### config.mk
export PLATFORM = sky130hd
export DESIGN_NAME = fetch_unit
export DESIGN_NICKNAME = d
export VERILOG_FILES = /design/src/rtl/fetch_pkg.sv /design/src/rtl/sync_fifo.sv /design/src/rtl/fetch_unit.sv
export SDC_FILE = /design/constraint.sdc
export NUM_CORES = 1
export LEC_CHECK = 0
export ABC_AREA = 1
export BUFFER_PORTS_ARGS = -buffer_cell sky130_fd_sc_hd__buf_2
export CORE_UTILIZATION = 40
export DETAILED_ROUTE_END_ITERATION = 7
export GPL_TIMING_DRIVEN = 0
export MAX_ROUTING_LAYER = met4
export PLACE_DENSITY = 0.56
export SLEW_MARGIN = 20
export SYNTH_ARGS = -nofsm -noshare
export SYNTH_HDL_FRONTEND = slang
export SYNTH_SLANG_ARGS = --single-unit
### constraint.sdc
create_clock -name clk -period 6.75 [get_ports clk]
set_input_delay 0.3375 -clock clk [delete_from_list [all_inputs] [get_ports clk]]
set_output_delay 0.3375 -clock clk [all_outputs]
set_load 0.01 [all_outputs]
### src/rtl/fetch_pkg.sv
// Shared types and default parameters for the instruction fetch unit.
// fetch_entry_t fixes the {instr, pc, pc4} layout of one prefetch queue entry.
package fetch_pkg;

  localparam int XLEN_DEFAULT = 32;
  localparam int DEPTH_DEFAULT = 4;
  localparam logic [XLEN_DEFAULT-1:0] RESET_PC_DEFAULT = '0;
  localparam int INSTR_BYTES = 4;

  typedef struct packed {
    logic [31:0]             instr;
    logic [XLEN_DEFAULT-1:0] pc;
    logic [XLEN_DEFAULT-1:0] pc4;
  } fetch_entry_t;

endpackage

### src/rtl/sync_fifo.sv
// Synchronous FIFO with single-cycle flush; DEPTH must be a power of two.
// The head entry is always visible on rdata_o; push into a full FIFO is accepted only alongside a pop.
module sync_fifo #(
  parameter int WIDTH = 32,
  parameter int DEPTH = 4
) (
  input  logic                         clk,
  input  logic                         reset,
  input  logic                         flush_i,
  input  logic                         push_i,
  input  logic [WIDTH-1:0]             wdata_i,
  input  logic                         pop_i,
  output logic [WIDTH-1:0]             rdata_o,
  output logic                         full_o,
  output logic                         empty_o,
  output logic [$clog2(DEPTH+1)-1:0]   count_o
);

  localparam int PTR_W = $clog2(DEPTH);
  localparam int CNT_W = $clog2(DEPTH + 1);

  logic [WIDTH-1:0] mem_q [DEPTH];
  logic [PTR_W-1:0] rdPtr_q, rdPtr_d;
  logic [PTR_W-1:0] wrPtr_q, wrPtr_d;
  logic [CNT_W-1:0] count_q, count_d;
  logic             doPush, doPop;

  assign empty_o = (count_q == '0);
  assign full_o  = (count_q == CNT_W'(DEPTH));
  assign rdata_o = mem_q[rdPtr_q];
  assign count_o = count_q;

  always_comb begin
    doPop   = pop_i && !empty_o;
    doPush  = push_i && (!full_o || doPop);
    rdPtr_d = rdPtr_q;
    wrPtr_d = wrPtr_q;
    count_d = count_q;
    if (flush_i) begin
      rdPtr_d = '0;
      wrPtr_d = '0;
      count_d = '0;
    end else begin
      if (doPop)  rdPtr_d = rdPtr_q + PTR_W'(1);
      if (doPush) wrPtr_d = wrPtr_q + PTR_W'(1);
      count_d = count_q + CNT_W'(doPush) - CNT_W'(doPop);
    end
  end

  always_ff @(posedge clk) begin
    if (reset) begin
      rdPtr_q <= '0;
      wrPtr_q <= '0;
      count_q <= '0;
    end else begin
      rdPtr_q <= rdPtr_d;
      wrPtr_q <= wrPtr_d;
      count_q <= count_d;
    end
  end

  // Storage needs no reset: count_q alone decides which slots are live.
  always_ff @(posedge clk) begin
    if (doPush && !flush_i) mem_q[wrPtr_q] <= wdata_i;
  end

endmodule

### src/rtl/fetch_unit.sv
// Instruction fetch front end: issues sequential word fetches, reserves a queue slot per
// in-flight request, buffers responses for decode and discards stale responses after a redirect.
module fetch_unit
  import fetch_pkg::*;
#(
  parameter int              XLEN     = XLEN_DEFAULT,
  parameter int              DEPTH    = DEPTH_DEFAULT,
  parameter logic [XLEN-1:0] RESET_PC = XLEN'(RESET_PC_DEFAULT)
) (
  input  logic                       clk,
  input  logic                       reset,
  output logic                       imem_req_valid,
  input  logic                       imem_req_ready,
  output logic [XLEN-1:0]            imem_req_addr,
  input  logic                       imem_rsp_valid,
  input  logic [31:0]                imem_rsp_data,
  input  logic                       redirect_valid,
  input  logic [XLEN-1:0]            redirect_pc,
  output logic                       dec_valid,
  input  logic                       dec_ready,
  output logic [31:0]                dec_instr,
  output logic [XLEN-1:0]            dec_pc,
  output logic [XLEN-1:0]            dec_pc4,
  output logic [$clog2(DEPTH+1)-1:0] occupancy
);

  localparam int              CNT_W   = $clog2(DEPTH + 1);
  localparam int              ENTRY_W = 32 + 2 * XLEN;
  localparam logic [XLEN-1:0] STEP    = XLEN'(INSTR_BYTES);

  logic [XLEN-1:0]    fetchPc_q, fetchPc_d;
  logic [CNT_W-1:0]   outstanding_q, outstanding_d;
  logic [CNT_W-1:0]   dropCount_q, dropCount_d;
  logic [CNT_W:0]     inFlight;
  logic               reqFire, rspKeep, decFire;
  logic [XLEN-1:0]    rspPc;
  logic [ENTRY_W-1:0] pushEntry, headEntry;
  logic               qEmpty, qFull, shadowEmpty, shadowFull;
  logic [CNT_W-1:0]   shadowCount;
  logic               unusedFifoStatus;

  // outstanding includes responses already marked for dropping, so the slot check stays conservative.
  assign inFlight       = {1'b0, occupancy} + {1'b0, outstanding_q};
  assign imem_req_valid = !reset && !redirect_valid && (inFlight < (CNT_W + 1)'(DEPTH));
  assign imem_req_addr  = fetchPc_q;
  assign reqFire        = imem_req_valid && imem_req_ready;
  assign rspKeep        = imem_rsp_valid && !redirect_valid && (dropCount_q == '0);
  assign dec_valid      = !reset && !redirect_valid && !qEmpty;
  assign decFire        = dec_valid && dec_ready;
  assign pushEntry      = {imem_rsp_data, rspPc, rspPc + STEP};

  always_comb begin
    fetchPc_d     = fetchPc_q;
    outstanding_d = outstanding_q + CNT_W'(reqFire) - CNT_W'(imem_rsp_valid);
    dropCount_d   = dropCount_q;
    if (redirect_valid) begin
      fetchPc_d   = redirect_pc;
      dropCount_d = outstanding_q - CNT_W'(imem_rsp_valid);
    end else begin
      if (reqFire) fetchPc_d = fetchPc_q + STEP;
      if (imem_rsp_valid && (dropCount_q != '0)) dropCount_d = dropCount_q - CNT_W'(1);
    end
  end

  always_ff @(posedge clk) begin
    if (reset) begin
      fetchPc_q     <= RESET_PC;
      outstanding_q <= '0;
      dropCount_q   <= '0;
    end else begin
      fetchPc_q     <= fetchPc_d;
      outstanding_q <= outstanding_d;
      dropCount_q   <= dropCount_d;
    end
  end

  always_comb begin
    dec_instr = '0;
    dec_pc    = '0;
    dec_pc4   = '0;
    if (!qEmpty) {dec_instr, dec_pc, dec_pc4} = headEntry;
  end

  sync_fifo #(
    .WIDTH(ENTRY_W),
    .DEPTH(DEPTH)
  ) entryQueue (
    .clk    (clk),
    .reset  (reset),
    .flush_i(redirect_valid),
    .push_i (rspKeep),
    .wdata_i(pushEntry),
    .pop_i  (decFire),
    .rdata_o(headEntry),
    .full_o (qFull),
    .empty_o(qEmpty),
    .count_o(occupancy)
  );

  // Addresses of live requests, oldest first; the head pairs with the next kept response.
  sync_fifo #(
    .WIDTH(XLEN),
    .DEPTH(DEPTH)
  ) shadowQueue (
    .clk    (clk),
    .reset  (reset),
    .flush_i(redirect_valid),
    .push_i (reqFire),
    .wdata_i(fetchPc_q),
    .pop_i  (rspKeep),
    .rdata_o(rspPc),
    .full_o (shadowFull),
    .empty_o(shadowEmpty),
    .count_o(shadowCount)
  );

  assign unusedFifoStatus = ^{qFull, shadowFull, shadowEmpty, shadowCount};

endmodule

==> results_dict.tcl <==
set metrics [dict create \
    pwr_density_cell_nw_per_um2 258 \
    clk_latency_ns 0.63 \
    dieArea_sq_um 62100 \
    grt_overflow 0 \
    dp_cells 3378 \
    slew_viol_final 0 \
    cp_max_fo 10 \
    synth_seq_cells 560 \
    drt_wl_total_microns 67400 \
    ctsLongestPathBuffers 3 \
    hold_buffers 37 \
    finalHoldViolCount 0 \
    area_delta_synth_final_pct 19.5 \
    nets 2788 \
    cts_tree "done" \
    cts_buffers 58 \
    core_area_sq_um 60400 \
    wl_per_cell_microns 19.1 \
    fill_cells 5510 \
    avgSynthCellArea_sq_um 10.3 \
    synth_area_leaders "edfxtp_1 62%, nor2_1 7.8%, nand2_1 7.1%" \
    post_cts_resized 0 \
    min_period_over_period_pct 54.8 \
    antenna_found_initial 0 \
    ir_worst_vdd_uv 197 \
    final_cells 3521 \
    port_buffers 200 \
    drv_cap 0 \
    clk_pin_slew_ns 0.06 \
    syn_inst 2375 \
    endpoint_kind "output port" \
    root_buffer "clkbuf_16" \
    grt_pass1_vias 17111 \
    clock.fmax_ghz 0.271 \
    grt_setup_unrepaired "no" \
    syn-num-nets 2470 \
    drt.antenna.violating_nets 0 \
    drtIter0Drc 1229 \
    layout-drive-gt1-share_pct 14.6 \
    grtUsageTotal_pct 22.0 \
    yosys.area.top_type "edfxtp_1" \
    path_class "register to output port" \
    clock-skew-final_ns 0.0259 \
    final_core_util_pct 48.4 \
    start_kind "register" \
    finalSetupViolCount 0 \
    dr.pass1.iters 5 \
    cts_setup_buffers 0 \
    dp_hpwl_microns 46500 \
    seq_area_frac_synth_pct 66.5 \
    min_path_type "primary input to register" \
    outcome "completed" \
    clock-sinks 560 \
    num_vias 17845 \
    die_y_microns 249 \
    ys_warn_count 0 \
    routed_via_density 5.07 \
    gp_congestion 0.929 \
    num_rows 90 \
    power.leakage_uw 0.0112 \
    grt_max_degree 23 \
    crit_arrival_ns 3.36 \
    synthesis.area_sq_um 24400 \
    drc 0 \
    h-tree-depth 2 \
    synth_top_area_share_pct 61.9 \
    worst_pin_slew_ns 0.955 \
    ys_types 36 \
    relSlewSlack_pct 36.3 \
    io_pins 203 \
    antenna_cells 0 \
    grt_pass1_wl_microns 101000 \
    total_power_uw 7520 \
    die_w_microns 249 \
    fin_crit_ns 3.70 \
    initial_utilization_pct 40.5 \
    cp.required_ns 6.41 \
]
-- through the flow --
stage               setup TNS (ns)  instance area (sq um)  hold WS, ns  setup WS (ns)
floorplan                        0                  24400        0.436           1.28
global placement           -812.52                  26400        0.446          -2.28
detailed placement               0                  27000        0.468           3.73
CTS                              0                  29200    0.0000841           3.05
global route                     0                  29200       0.0278           2.93
finish                           0                  29200       0.0312           3.05
-- routing by layer --
metal  vias up  GRT usage (%)  part of all wire (%)
met5         -              -                     0
met4         0           6.23                   2.5
met3       104           2.98                   5.7
met2       579           36.6                    49
met1      8473           28.1                    43
li1       8689              -                     -
-- sequential cells by signal, indices dropped and copies added, names as in the netlist, named ones only --
name                 count
shadowQueue.mem_q      128
dropCount_q              3
outstanding_q            3
entryQueue.count_o       3
shadowQueue.rdPtr_q      2
entryQueue.wrPtr_q       2
entryQueue.rdPtr_q       2
imem_req_addr           32
shadowQueue.count_o      3
shadowQueue.wrPtr_q      2
entryQueue.mem_q       376
-- power by group --
part,internal [uW],leakage [uW],switching (uW)
Combinational,152,0.00526,288
Clock,1840,0.000919,1320
Sequential,3860,0.00503,53.9
Total,5860,0.0112,1670
-- path summary, 6_finish.rpt --
check                         startpoint                 endpoint  slack (ns)  depth (start not counted)
setup reg to reg                register  entryQueue.mem_q[3][18]        3.85                         14
hold / removal           redirect_pc[18]        imem_req_addr[18]        0.03                          5
setup / recovery                register               dec_pc[12]        3.05                          8
hold reg to reg   shadowQueue.rdPtr_q[1]                 register        0.48                          2
-- synthesized netlist by cell type --
master / count
inv_1: 120
nor2_2: 12
a32oi_1: 1
nor2_8: 1
buf_4: 9
a22oi_1: 2
buf_1: 7
o211ai_1: 3
a21oi_1: 131
o22ai_1: 2
nand2_2: 17
ha_1: 22
nor2_1: 511
nand4_1: 15
o21ai_0: 221
clkbuf_1: 62
clkbuf_2: 1
buf_6: 13
and3_1: 1
inv_6: 1
nand3_2: 2
nand3_1: 104
dfxtp_1: 56
inv_2: 7
o21a_1: 1
a31oi_1: 3
buf_2: 22
or2_2: 2
o21ai_1: 11
nor3_1: 10
xor2_1: 24
nor2_4: 3
edfxtp_1: 504
nand2_1: 464
xnor2_1: 7
fa_1: 3
-- kinds of logic after synthesis --
group                      after synthesis  synth area share [%]
and+or+nand+nor                       1142                  18.8
DFF                                    560                  66.5
AOI/OAI and AO/OA                      375                  7.78
buffers and inverters                  242                  4.39
xor gates and xnor gates                31                  1.11
adders and majority gates               25                  1.37
-- worst max-delay path: stages, from the launching register on --
cell	delay, ns
dfxtp_1	0.30
clkbuf_1	0.48
inv_1	0.26
clkbuf_1	0.40
clkbuf_1	0.36
nor2_1	0.22
o21ai_0	0.10
a21oi_1	0.39
buf_2	0.21
-- cell type report --
type | instances | area, sq um | area share, %
Sequential cell | 560 | 16300 | 55.7
Multi-Input combinational cell | 1573 | 7170 | 24.5
Tap cell | 782 | 978 | 3.35
Clock buffer | 71 | 1540 | 5.27
Clock inverter | 35 | 342 | 1.17
Timing Repair Buffer | 258 | 1850 | 6.34
Buffer | 114 | 588 | 2.01
Inverter | 128 | 485 | 1.66
-- layout by cell type, fill, tap and decap left out, drive strengths merged, types with 3 or more instances in the layout --
cell / instances
nand4: 15
nor2: 527
clkinv: 26
xor2: 24
dlygate4sd3: 37
a21oi: 131
a31oi: 3
bufinv: 6
o211ai: 3
fa: 3
nand3: 106
inv: 129
nand2: 481
o21ai: 232
nor3: 10
edfxtp: 504
buf: 272
xnor2: 7
dfxtp: 56
clkbuf: 134
ha: 22
No activity file was read; power rests on OpenSTA's default activity.
